## src/rtl/control_sequencer_if.sv

```systemverilog
// Bundle between the hardwired control unit and the 32-bit datapath:
// instruction/memory status in, per-step control strobes out.
interface control_sequencer_if;
  logic [31:0] IR;
  logic        mem_ready;

  logic PCout, PCin, IncPC, MARin, MDRin, MDRout, MDRread, wren, IRin;
  logic Yin, Zin, Cout, ZLOout, ZHIout, HIout, LOout, InPortout, OPin;
  logic Gra, Grb, Grc, Rin, Rout, BAout;

  logic [4:0] ALUSelection;
  logic       run;
  logic [3:0] present_state;

  // Control unit side: consumes IR/mem_ready, drives every strobe.
  modport master (
    input  IR, mem_ready,
    output PCout, PCin, IncPC, MARin, MDRin, MDRout, MDRread, wren, IRin,
    output Yin, Zin, Cout, ZLOout, ZHIout, HIout, LOout, InPortout, OPin,
    output Gra, Grb, Grc, Rin, Rout, BAout,
    output ALUSelection, run, present_state
  );

  // Datapath side: supplies IR/mem_ready, obeys the strobes.
  modport slave (
    output IR, mem_ready,
    input  PCout, PCin, IncPC, MARin, MDRin, MDRout, MDRread, wren, IRin,
    input  Yin, Zin, Cout, ZLOout, ZHIout, HIout, LOout, InPortout, OPin,
    input  Gra, Grb, Grc, Rin, Rout, BAout,
    input  ALUSelection, run, present_state
  );
endinterface

```

## src/rtl/control_sequencer.sv

```systemverilog
// Hardwired Moore control unit: fetch in T0..T2, opcode-specific execute in
// T3..T7, back to T0. Outputs decode only the registered step and IR.
module control_sequencer #(
  parameter logic [4:0] ALU_ADD = 5'b00001,
  parameter logic [4:0] ALU_SUB = 5'b00010,
  parameter logic [4:0] ALU_AND = 5'b00011,
  parameter logic [4:0] ALU_OR  = 5'b00100
) (
  input logic                  clk,
  input logic                  clr,
  control_sequencer_if.master  bus
);

  localparam logic [3:0] S_RESET = 4'd0;
  localparam logic [3:0] S_T0    = 4'd1;
  localparam logic [3:0] S_T1    = 4'd2;
  localparam logic [3:0] S_T2    = 4'd3;
  localparam logic [3:0] S_T3    = 4'd4;
  localparam logic [3:0] S_T4    = 4'd5;
  localparam logic [3:0] S_T5    = 4'd6;
  localparam logic [3:0] S_T6    = 4'd7;
  localparam logic [3:0] S_T7    = 4'd8;
  localparam logic [3:0] S_HALT  = 4'd9;

  localparam logic [4:0] OP_LD   = 5'b00000;
  localparam logic [4:0] OP_ST   = 5'b00010;
  localparam logic [4:0] OP_ADD  = 5'b00011;
  localparam logic [4:0] OP_SUB  = 5'b00100;
  localparam logic [4:0] OP_AND  = 5'b00101;
  localparam logic [4:0] OP_OR   = 5'b00110;
  localparam logic [4:0] OP_ADDI = 5'b01100;
  localparam logic [4:0] OP_IN   = 5'b10110;
  localparam logic [4:0] OP_OUT  = 5'b10111;
  localparam logic [4:0] OP_MFHI = 5'b11000;
  localparam logic [4:0] OP_MFLO = 5'b11001;
  localparam logic [4:0] OP_HALT = 5'b11011;

  logic [3:0] r_state;
  logic [3:0] w_next_state;
  logic [4:0] w_opcode;
  logic       w_is_ld, w_is_st, w_is_mem, w_is_alu3, w_is_addi;
  logic [4:0] w_alu3_sel;

  assign w_opcode  = bus.IR[31:27];
  assign w_is_ld   = (w_opcode == OP_LD);
  assign w_is_st   = (w_opcode == OP_ST);
  assign w_is_mem  = w_is_ld | w_is_st;
  assign w_is_alu3 = (w_opcode == OP_ADD) | (w_opcode == OP_SUB) |
                     (w_opcode == OP_AND) | (w_opcode == OP_OR);
  assign w_is_addi = (w_opcode == OP_ADDI);

  // Map the three-register ALU opcodes onto ALU selection codes.
  always_comb begin
    w_alu3_sel = ALU_ADD;
    case (w_opcode)
      OP_SUB:  w_alu3_sel = ALU_SUB;
      OP_AND:  w_alu3_sel = ALU_AND;
      OP_OR:   w_alu3_sel = ALU_OR;
      default: w_alu3_sel = ALU_ADD;
    endcase
  end

  // Step sequencing: fetch, opcode-dependent execute length, memory waits.
  always_comb begin
    w_next_state = S_RESET;
    case (r_state)
      S_RESET: w_next_state = S_T0;
      S_T0:    w_next_state = S_T1;
      S_T1:    w_next_state = bus.mem_ready ? S_T2 : S_T1;
      S_T2:    w_next_state = S_T3;
      S_T3: begin
        if (w_opcode == OP_HALT)                    w_next_state = S_HALT;
        else if (w_is_alu3 | w_is_addi | w_is_mem) w_next_state = S_T4;
        else                                        w_next_state = S_T0;
      end
      S_T4:    w_next_state = S_T5;
      S_T5:    w_next_state = w_is_mem ? S_T6 : S_T0;
      S_T6: begin
        if (w_is_ld)      w_next_state = bus.mem_ready ? S_T7 : S_T6;
        else if (w_is_st) w_next_state = S_T7;
        else              w_next_state = S_T0;
      end
      S_T7:    w_next_state = (w_is_st && !bus.mem_ready) ? S_T7 : S_T0;
      S_HALT:  w_next_state = S_HALT;
      default: w_next_state = S_RESET;
    endcase
  end

  // State register; clr overrides every transition, including memory waits.
  // NOTE: registered state is updated with <= so all flops sample together.
  always_ff @(posedge clk) begin
    if (clr) r_state <= S_RESET;
    else     r_state <= w_next_state;
  end

  assign bus.present_state = r_state;
  assign bus.run           = (r_state >= S_T0) && (r_state <= S_T7);

  // Moore strobe decode from the current step and the latched opcode.
  // NOTE: every output gets a default first so no latch is inferred.
  always_comb begin
    bus.PCout = 1'b0; bus.PCin = 1'b0; bus.IncPC = 1'b0; bus.MARin = 1'b0;
    bus.MDRin = 1'b0; bus.MDRout = 1'b0; bus.MDRread = 1'b0; bus.wren = 1'b0;
    bus.IRin = 1'b0; bus.Yin = 1'b0; bus.Zin = 1'b0; bus.Cout = 1'b0;
    bus.ZLOout = 1'b0; bus.ZHIout = 1'b0; bus.HIout = 1'b0; bus.LOout = 1'b0;
    bus.InPortout = 1'b0; bus.OPin = 1'b0; bus.Gra = 1'b0; bus.Grb = 1'b0;
    bus.Grc = 1'b0; bus.Rin = 1'b0; bus.Rout = 1'b0; bus.BAout = 1'b0;
    bus.ALUSelection = 5'b00000;
    case (r_state)
      S_T0: begin
        bus.PCout = 1'b1; bus.MARin = 1'b1; bus.IncPC = 1'b1; bus.Zin = 1'b1;
        bus.ALUSelection = ALU_ADD;
      end
      S_T1: begin
        bus.ZLOout = 1'b1; bus.PCin = 1'b1; bus.MDRread = 1'b1; bus.MDRin = 1'b1;
      end
      S_T2: begin
        bus.MDRout = 1'b1; bus.IRin = 1'b1;
      end
      S_T3: begin
        if (w_is_alu3 | w_is_addi) begin
          bus.Grb = 1'b1; bus.Rout = 1'b1; bus.Yin = 1'b1;
        end else if (w_is_mem) begin
          bus.Grb = 1'b1; bus.BAout = 1'b1; bus.Yin = 1'b1;
        end else begin
          case (w_opcode)
            OP_MFHI: begin bus.HIout = 1'b1;     bus.Gra = 1'b1; bus.Rin = 1'b1; end
            OP_MFLO: begin bus.LOout = 1'b1;     bus.Gra = 1'b1; bus.Rin = 1'b1; end
            OP_IN:   begin bus.InPortout = 1'b1; bus.Gra = 1'b1; bus.Rin = 1'b1; end
            OP_OUT:  begin bus.Gra = 1'b1; bus.Rout = 1'b1; bus.OPin = 1'b1; end
            default: ;
          endcase
        end
      end
      S_T4: begin
        if (w_is_alu3) begin
          bus.Grc = 1'b1; bus.Rout = 1'b1; bus.Zin = 1'b1;
          bus.ALUSelection = w_alu3_sel;
        end else if (w_is_addi | w_is_mem) begin
          bus.Cout = 1'b1; bus.Zin = 1'b1; bus.ALUSelection = ALU_ADD;
        end
      end
      S_T5: begin
        if (w_is_alu3 | w_is_addi) begin
          bus.ZLOout = 1'b1; bus.Gra = 1'b1; bus.Rin = 1'b1;
        end else if (w_is_mem) begin
          bus.ZLOout = 1'b1; bus.MARin = 1'b1;
        end
      end
      S_T6: begin
        if (w_is_ld) begin
          bus.MDRread = 1'b1; bus.MDRin = 1'b1;
        end else if (w_is_st) begin
          bus.Gra = 1'b1; bus.Rout = 1'b1; bus.MDRin = 1'b1;
        end
      end
      S_T7: begin
        if (w_is_ld) begin
          bus.MDRout = 1'b1; bus.Gra = 1'b1; bus.Rin = 1'b1;
        end else if (w_is_st) begin
          bus.wren = 1'b1;
        end
      end
      default: ;
    endcase
  end

endmodule
```

## src/flat_wrapper.sv

```systemverilog
// flat-port wrapper written by rule: the top's interface ports become plain ports
module control_sequencer_flat 
#(
  parameter logic [4:0] ALU_ADD = 5'b00001,
  parameter logic [4:0] ALU_SUB = 5'b00010,
  parameter logic [4:0] ALU_AND = 5'b00011,
  parameter logic [4:0] ALU_OR  = 5'b00100
)
  (clk, clr, bus_IR, bus_mem_ready, bus_PCout, bus_PCin, bus_IncPC, bus_MARin, bus_MDRin, bus_MDRout, bus_MDRread, bus_wren, bus_IRin, bus_Yin, bus_Zin, bus_Cout, bus_ZLOout, bus_ZHIout, bus_HIout, bus_LOout, bus_InPortout, bus_OPin, bus_Gra, bus_Grb, bus_Grc, bus_Rin, bus_Rout, bus_BAout, bus_ALUSelection, bus_run, bus_present_state);
  control_sequencer_if bus_i ();
  input logic clk;
  input logic clr;
  input wire logic [$bits(bus_i.IR)-1:0] bus_IR;
  input wire logic [$bits(bus_i.mem_ready)-1:0] bus_mem_ready;
  output wire logic [$bits(bus_i.PCout)-1:0] bus_PCout;
  output wire logic [$bits(bus_i.PCin)-1:0] bus_PCin;
  output wire logic [$bits(bus_i.IncPC)-1:0] bus_IncPC;
  output wire logic [$bits(bus_i.MARin)-1:0] bus_MARin;
  output wire logic [$bits(bus_i.MDRin)-1:0] bus_MDRin;
  output wire logic [$bits(bus_i.MDRout)-1:0] bus_MDRout;
  output wire logic [$bits(bus_i.MDRread)-1:0] bus_MDRread;
  output wire logic [$bits(bus_i.wren)-1:0] bus_wren;
  output wire logic [$bits(bus_i.IRin)-1:0] bus_IRin;
  output wire logic [$bits(bus_i.Yin)-1:0] bus_Yin;
  output wire logic [$bits(bus_i.Zin)-1:0] bus_Zin;
  output wire logic [$bits(bus_i.Cout)-1:0] bus_Cout;
  output wire logic [$bits(bus_i.ZLOout)-1:0] bus_ZLOout;
  output wire logic [$bits(bus_i.ZHIout)-1:0] bus_ZHIout;
  output wire logic [$bits(bus_i.HIout)-1:0] bus_HIout;
  output wire logic [$bits(bus_i.LOout)-1:0] bus_LOout;
  output wire logic [$bits(bus_i.InPortout)-1:0] bus_InPortout;
  output wire logic [$bits(bus_i.OPin)-1:0] bus_OPin;
  output wire logic [$bits(bus_i.Gra)-1:0] bus_Gra;
  output wire logic [$bits(bus_i.Grb)-1:0] bus_Grb;
  output wire logic [$bits(bus_i.Grc)-1:0] bus_Grc;
  output wire logic [$bits(bus_i.Rin)-1:0] bus_Rin;
  output wire logic [$bits(bus_i.Rout)-1:0] bus_Rout;
  output wire logic [$bits(bus_i.BAout)-1:0] bus_BAout;
  output wire logic [$bits(bus_i.ALUSelection)-1:0] bus_ALUSelection;
  output wire logic [$bits(bus_i.run)-1:0] bus_run;
  output wire logic [$bits(bus_i.present_state)-1:0] bus_present_state;
  assign bus_i.IR = bus_IR;
  assign bus_i.mem_ready = bus_mem_ready;
  assign bus_PCout = bus_i.PCout;
  assign bus_PCin = bus_i.PCin;
  assign bus_IncPC = bus_i.IncPC;
  assign bus_MARin = bus_i.MARin;
  assign bus_MDRin = bus_i.MDRin;
  assign bus_MDRout = bus_i.MDRout;
  assign bus_MDRread = bus_i.MDRread;
  assign bus_wren = bus_i.wren;
  assign bus_IRin = bus_i.IRin;
  assign bus_Yin = bus_i.Yin;
  assign bus_Zin = bus_i.Zin;
  assign bus_Cout = bus_i.Cout;
  assign bus_ZLOout = bus_i.ZLOout;
  assign bus_ZHIout = bus_i.ZHIout;
  assign bus_HIout = bus_i.HIout;
  assign bus_LOout = bus_i.LOout;
  assign bus_InPortout = bus_i.InPortout;
  assign bus_OPin = bus_i.OPin;
  assign bus_Gra = bus_i.Gra;
  assign bus_Grb = bus_i.Grb;
  assign bus_Grc = bus_i.Grc;
  assign bus_Rin = bus_i.Rin;
  assign bus_Rout = bus_i.Rout;
  assign bus_BAout = bus_i.BAout;
  assign bus_ALUSelection = bus_i.ALUSelection;
  assign bus_run = bus_i.run;
  assign bus_present_state = bus_i.present_state;
  control_sequencer #(.ALU_ADD(ALU_ADD), .ALU_SUB(ALU_SUB), .ALU_AND(ALU_AND), .ALU_OR(ALU_OR)) u_core (.clk(clk), .clr(clr), .bus(bus_i));
endmodule
```

## config.mk

```make
export PLATFORM = sky130hd
export DESIGN_NAME = control_sequencer_flat
export DESIGN_NICKNAME = d
export VERILOG_FILES = /design/src/rtl/control_sequencer_if.sv /design/src/rtl/control_sequencer.sv /design/src/flat_wrapper.sv
export SDC_FILE = /design/constraint.sdc
export NUM_CORES = 1
export LEC_CHECK = 0
export BUFFER_PORTS_ARGS = -buffer_cell sky130_fd_sc_hd__buf_2
export CORE_AREA = 2 2 50 52
export DETAILED_ROUTE_END_ITERATION = 12
export DIE_AREA = 0 0 52 54
export PLACE_DENSITY_LB_ADDON = 0.2
export SLEW_MARGIN = 20
export SYNTH_ARGS = -nofsm -noshare
export SYNTH_HDL_FRONTEND = slang
export SYNTH_SLANG_ARGS = --single-unit
export TNS_END_PERCENT = 10
```

## constraint.sdc

```tcl
create_clock -name clk -period 2.3 [get_ports clk]
set_input_delay 0.23 -clock clk [delete_from_list [all_inputs] [get_ports clk]]
set_output_delay 0.23 -clock clk [all_outputs]
set_load 0.01 [all_outputs]
```

# Word-level counts from Yosys, hierarchy flattened
# Cells that the tools add are included.
# op_classes
n_reduce_logical	7
bitwise_logic	7
eq_ne	20
muxes	65
n_lt_le_gt_ge	2
# op_table
operator	count
1-bit 2-to-1 mux	45
4-bit case mux with 10 select lines	1
5-bit == test (second input constant)	5
4-bit 2-to-1 mux	5
4-bit by 3-bit == test with 1-bit output (second input constant)	4
5-bit by 3-bit == test with 1-bit output (second input constant)	3
1-bit case mux with 2 select lines	6
5-bit by 2-bit == test with 1-bit output (second input constant)	2
5-bit case mux with 2 select lines	1
3-bit case mux with 3 select lines	1
4-bit by 2-bit == test with 1-bit output (second input constant)	2
4-bit == test (second input constant)	2
1-bit bitwise OR	7
3-bit 2-to-1 mux	2
1-bit case mux with 3 select lines	2
5-bit by 4-bit == test with 1-bit output (second input constant)	1
5-bit logical NOT	1
5-bit 2-to-1 mux	1
4-bit by 1-bit == test with 1-bit output (second input constant)	1
4-bit by 1-bit greater-or-equal comparator with 1-bit output (second input constant)	1
4-bit less-or-equal comparator (second input constant)	1
4-bit logical NOT	1
1-bit case mux with 4 select lines	1
4-bit OR reduction	1
3 further kinds	4
# word_totals
word_cells	102
input_bits	35
output_inout_bits	34
reg_bits	4

# Longest topological paths before layout
# Gate-level depths: netlist of run 1.
# logic_depth
depth_word	9
ltp_mapped	6
depth_no_buf	4

# Worst setup path after synthesis of run 1
# Ideal clock, no wire load.
# synth_timing
path_type	register to output
startpoint	register u_core.r_state[2] (netlist: u_core.bus.present_state[2])
endpoint	output port bus_Rout
required_ns	2.070
setup_slack_ns	0.241
stages_incl_launch_ff	5
arrival_time_ns	1.829
n_path_buf	0
path_cell_list	dfxtp_1 nand2b_1 or2_2 a2111oi_0 or3b_2
# synth_between
elab_chain_len	2
# synth_rtl
item	line	source
from (decl)	control_sequencer.sv:38	logic [3:0] r_state;
from (signal assigned)	control_sequencer.sv:93	else r_state <= w_next_state;
4-bit by 3-bit == test with 1-bit output	control_sequencer.sv:109	case (r_state)
1-bit case mux with 3 select lines *	control_sequencer.sv:109	
to (decl)	flat_wrapper.sv:37	output wire logic [$bits(bus_i.Rout)-1:0] bus_Rout;
# Every way passes the cells marked *; elsewhere a longest branch is shown, timed or not.

# Worst setup path in the final report of run 1
# layout_timing
startpoint	register u_core.r_state[3] (netlist: u_core.bus.present_state[3])
endpoint	output port bus_Rout
# Same word-level chain as after synthesis.

==> flow_metrics.py, run 1 <==
metrics = {
    "place": {
        "dp_hpwl_um": 1890,
        "portBuffers": 38,
        "routabilityCongestion": 0.861,
        "dp_worst_setup_slack_ns": 0.244,
    },
    "timing": {
        "relSlewSlack_pct": 60.6,
        "period_share_pct": 92.2,
        "rsz0062_at_grt": "no",
        "skew_ns": 0.00531,
        "setup_ws_ns": 0.178,
        "max_clock_freq_mhz": 471,
        "period_needed_ns": 2.12,
        "finalHoldViolCount": 0,
        "setup_viol": 0,
        "tns_ns": 0,
        "slew_violations": 0,
        "worst_pin_slew_ns": 0.585,
    },
    "detailed_routing": {
        "wire_per_inst_um": 12.6,
        "dr.pass1.iters": 4,
        "drt_iter0_markers": 24,
        "routed_wl_um": 2350,
        "drc": 0,
        "avgViaCountPerCell": 5.39,
        "num_vias": 1003,
        "postRouteAntennaNets": 0,
    },
    "synthesis": {
        "synth_edf_count": 0,
        "netlist.area_leader.share_pct": 9.82,
        "avgSynthCellArea_um2": 6.63,
        "async_reset_ff_share_pct": 0,
        "synth_cells": 123,
        "synthTopCellsByArea": "dfxtp_1, nor2_1, nand2b_1",
        "ys_seq_area_share_pct": 9.82,
        "ys.flop_type": "dfxtp_1",
        "ys_warn_count": 0,
        "synth_area_um2": 816,
        "synth.ff_latch_count": 4,
        "synth_area_leader_cell": "dfxtp_1",
        "synth.distinct_cells": 43,
    },
    "cts": {
        "ctsRootBufferMaster": "clkbuf_4",
        "numCtsBuffers": 3,
        "clk_transition_reported_paths_ns": 0.04,
        "clock-sinks": 4,
        "cts_tree": "built",
        "cts_resized": 0,
        "post_cts_buffers": 0,
        "cts_hold_buf": 0,
        "clock_path_buffers": 2,
        "htreeDepth": 1,
        "clk-insertion-delay-late_ns": 0.25,
    },
    "final_layout": {
        "largest_reg_flops": 4,
        "fin_nets": 193,
        "antenna_cells": 0,
        "layout-drive-gt1-share_pct": 38.5,
        "syn_to_final_growth_pct": 25.6,
        "final_cell_mix": "buf_2, nor2_1, nand2_1",
        "fill_cells": 249,
        "layout_commonest_cell": "buf_2",
    },
    "global_routing": {
        "grt_max_degree": 15,
        "grt_pass1_wl_um": 3910,
        "grt_pass1_vias": 856,
        "grt-ovfl-total": 0,
        "grt_antenna_before_repair": 0,
        "grt_usage_pct": 18.6,
    },
    "pwr": {
        "ir_drop_uv": 206,
        "leakagePower_nw": 0.495,
        "powerDensity_nw_per_um2": 375,
    },
    "critical_path": {
        "slowest_delay_ns": 0.38,
        "endpoint_kind": "primary output",
        "cp.arrival_ns": 1.89,
        "crit_family": "simple AND/OR/NAND/NOR gates",
        "worst_ep_required_time_ns": 2.07,
        "startpoint_type": "flip-flop",
        "critPathSlowestCell": "dfxtp_1",
        "critPathBufInv": 1,
        "path_cells": "nand2b_1 -> or2_2 -> a2111oi_1 -> or3b_2 -> buf_2",
        "crit_path_max_fanout": 9,
        "path_class": "flip-flop to primary output",
    },
    "floorplan": {
        "fp.dieArea_um2": 2810,
        "io_pins": 69,
        "die_h_um": 54,
        "fp.coreArea_um2": 2320,
        "rows": 18,
        "initial_core_util_pct": 35.2,
        "die_w_um": 52,
    },
    "hold_path": {
        "min_path_type": "input pin to flip-flop",
    },
    "status": {
        "outcome": "completed",
    },
    "flow_run": {
        "drv_cap": 0,
    },
}
cells in the mapped netlist (all sizes together) (3+ instances only):
library cell and number:
a21oi 5, nand2b 7, nand3 3, nor2 15, nand2 10, o21ai 7, inv 6, nor3 6
a21o 3, dfxtp 4, buf 10, or3 5, clkbuf 5, nor4 3, or2 3
final timing paths:
path | start | endpoint | slack [ns] | depth (start not counted)
max | u_core.bus.present_state[3] | bus_Rout | 0.18 | 5
min | clr | u_core.bus.present_state[1] | 0.16 | 2
max reg2reg | u_core.bus.present_state[3] | u_core.bus.present_state[3] | 0.66 | 4
min reg2reg | u_core.bus.present_state[1] | u_core.bus.present_state[1] | 0.70 | 2
worst register-to-register path, stage by stage, from the launching register on:
cell,delay (ns)
dfxtp_1,0.47
buf_4,0.23
nor2b_1,0.26
or3b_2,0.48
a21oi_2,0.13
power breakdown:
part,switching (W),total [W],internal [W]
clock,0.0000353,0.0000941,0.0000588
sequential,0.00000776,0.0000838,0.0000761
combinational,0.000119,0.000206,0.0000875
per-layer routing:
metal,global-route usage [%],vias to the layer above,share of wire (%)
met5,0,-,0
met4,11.0,0,2.1
met3,3.33,5,6.1
met2,31.0,31,50
met1,22.4,464,42
li1,-,503,-
metrics by stage:
step	total power, W	utilization (%)	instance area [µm²]	hold slack, ns	std cells
detailed placement	0.000291	42.9	995	0.422	183
floorplan	0.000227	-	823	0.306	125
global route	0.000416	44.2	1020	0.161	186
finish	0.000384	44.2	1020	0.163	186
global placement	0.000290	42.9	995	0.421	183
CTS	0.000386	43.9	1020	0.163	186
layout make-up:
class | count | area (µm²) | share of cell area [%]
sequential | 4 | 80.1 | 7.81
tap | 30 | 37.5 | 3.66
inverter | 6 | 22.5 | 2.20
multi-input combinational | 100 | 634 | 61.9
clock buffer | 3 | 22.5 | 2.20
timing repair buffer | 43 | 228 | 22.2
kinds of logic after synthesis:
group / synth area share, %
xor+xnor: 2.15
flops: 9.82
mux: 1.38
simple gates: 42.5
buf+inv: 14.3
other cells: 0.460
compound gates: 29.4
(Power assumes the default switching activity.)
==> run 2: changes to the inputs <==
- CORE_AREA: 2 2 50 52 -> 2 2 52 49
- DIE_AREA: 0 0 52 54 -> 0 0 54 51
==> run 2 against run 1 <==
Setup slack worse by 0.13 ns. Die area shrank 1.9%. Combinational power down 2%.
==> flow_metrics.py, run 2 (same netlist as run 1, synthesis figures left out) <==
metrics = {
    "pwr": {
        "powerDensity_nw_per_um2": 371,
        "p_total_w": 0.000385,
        "leakagePower_nw": 0.504,
        "ir_drop_uv": 176,
    },
    "global_routing": {
        "grt_usage_pct": 17.8,
        "grt_max_degree": 16,
        "grt_antenna_before_repair": 0,
        "grt-ovfl-total": 0,
        "grt_pass1_vias": 851,
        "grt_pass1_wl_um": 3770,
    },
    "timing": {
        "relSlewSlack_pct": 65.1,
        "period_needed_ns": 2.25,
        "setup_viol": 0,
        "hold_ws_ns": 0.187,
        "rsz0062_at_grt": "yes",
        "skew_ns": 0.00300,
        "finalHoldViolCount": 0,
        "setup_ws_ns": 0.0479,
        "max_clock_freq_mhz": 444,
        "worst_pin_slew_ns": 0.517,
        "slew_violations": 0,
        "period_share_pct": 97.9,
    },
    "final_layout": {
        "antenna_cells": 0,
        "layout-drive-gt1-share_pct": 39.9,
        "utilization_pct": 45.2,
        "layout_commonest_cell": "buf_2",
        "largest_reg_flops": 4,
        "regArea_um2": 81.3,
        "fill_cells": 252,
        "multi_input_area_um2": 633,
        "syn_to_final_growth_pct": 27.1,
        "instances_no_fill": 186,
        "final_cell_mix": "buf_2, nor2_1, nand2_1",
        "fin_nets": 195,
    },
    "cts": {
        "cts_resized": 0,
        "numCtsBuffers": 3,
        "cts_hold_buf": 0,
        "ctsRootBufferMaster": "clkbuf_4",
        "htreeDepth": 1,
        "cts_tree": "built",
        "clock_path_buffers": 2,
        "clk_transition_reported_paths_ns": 0.04,
        "post_cts_buffers": 0,
        "clock-sinks": 4,
        "clk-insertion-delay-late_ns": 0.23,
    },
    "critical_path": {
        "ff2ff_path_depth": 4,
        "startpoint_type": "flip-flop",
        "endpoint_kind": "primary output",
        "worst_ep_required_time_ns": 2.07,
        "cp.arrival_ns": 2.02,
        "crit_path_max_fanout": 9,
        "path_class": "flip-flop to primary output",
    },
    "detailed_routing": {
        "wire_per_inst_um": 13.5,
        "drt_iter0_markers": 32,
        "dr.pass1.iters": 4,
        "postRouteAntennaNets": 0,
        "num_vias": 1036,
        "avgViaCountPerCell": 5.57,
        "drc": 0,
        "routed_wl_um": 2510,
    },
    "floorplan": {
        "fp.dieArea_um2": 2750,
        "rows": 17,
        "initial_core_util_pct": 35.5,
        "die_w_um": 54,
        "fp.coreArea_um2": 2300,
        "io_pins": 69,
        "die_h_um": 51,
    },
    "flow_run": {
        "drv_cap": 0,
    },
    "place": {
        "place_inst": 183,
        "routabilityCongestion": 0.827,
        "portBuffers": 38,
        "dp_hpwl_um": 1870,
        "dp_worst_setup_slack_ns": 0.249,
    },
    "hold_path": {
        "min_path_type": "input pin to flip-flop",
        "holdPathStages": 2,
    },
    "status": {
        "outcome": "completed",
    },
}
run 2: cell count changes in the layout (fill, tap and decap cells not counted):
cell	delta
buf_4	+2
a2111oi_1	-1
a2111oi_2	+1
dfxtp_1	-1
dfxtp_2	+1
nor4b_1	+1
nor4b_2	-1
run 2: final timing paths:
kind | startpoint | endpoint | slack, ns
setup / recovery | u_core.bus.present_state[2] | bus_Gra | 0.05
hold / removal | clr | u_core.bus.present_state[1] | 0.19
setup reg to reg | u_core.bus.present_state[2] | u_core.bus.present_state[3] | 0.50
hold reg to reg | u_core.bus.present_state[1] | u_core.bus.present_state[1] | 0.60
run 2: stage by stage:
stage / TNS [ns] / instance area, µm²
3_3_place_gp: 0 / 1010
4_1_cts: 0 / 1030
2_1_floorplan: 0 / 823
6_report: 0 / 1040
5_1_grt: -0.103 / 1040
3_5_place_dp: 0 / 1010
run 2: worst max-delay path, stage by stage, from the launching register on:
cell and delay (ns):
dfxtp_1 0.50, nor4b_1 0.49, nand3_1 0.25, o21a_1 0.24
o2111ai_2 0.15, buf_2 0.16
run 2: cell type report:
type / count / area share (%)
timing repair buffer: 45 / 23.4
tap: 28 / 3.38
clock buffer: 3 / 2.17
sequential: 4 / 7.84
inverter: 6 / 2.17
multi-input combinational: 100 / 61.0
run 2: metal layers:
| metal | vias up | share of wire (%) | GRT usage (%) | wire [µm] |
|---|---|---|---|---|
| met3 | 0 | 7.0 | 1.75 | 176 |
| met1 | 477 | 47 | 26.0 | 1190 |
| li1 | 514 | - | - | - |
| met4 | 0 | 0 | 3.75 | 0 |
| met5 | - | 0 | 0 | 0 |
| met2 | 45 | 45 | 28.0 | 1140 |
run 2: report_power, final:
part,internal (W),total (W),switching (W)
Combinational,0.0000875,0.000202,0.000114
Clock,0.0000585,0.0000893,0.0000308
Sequential,0.0000766,0.0000938,0.0000172
Total,0.000223,0.000385,0.000162
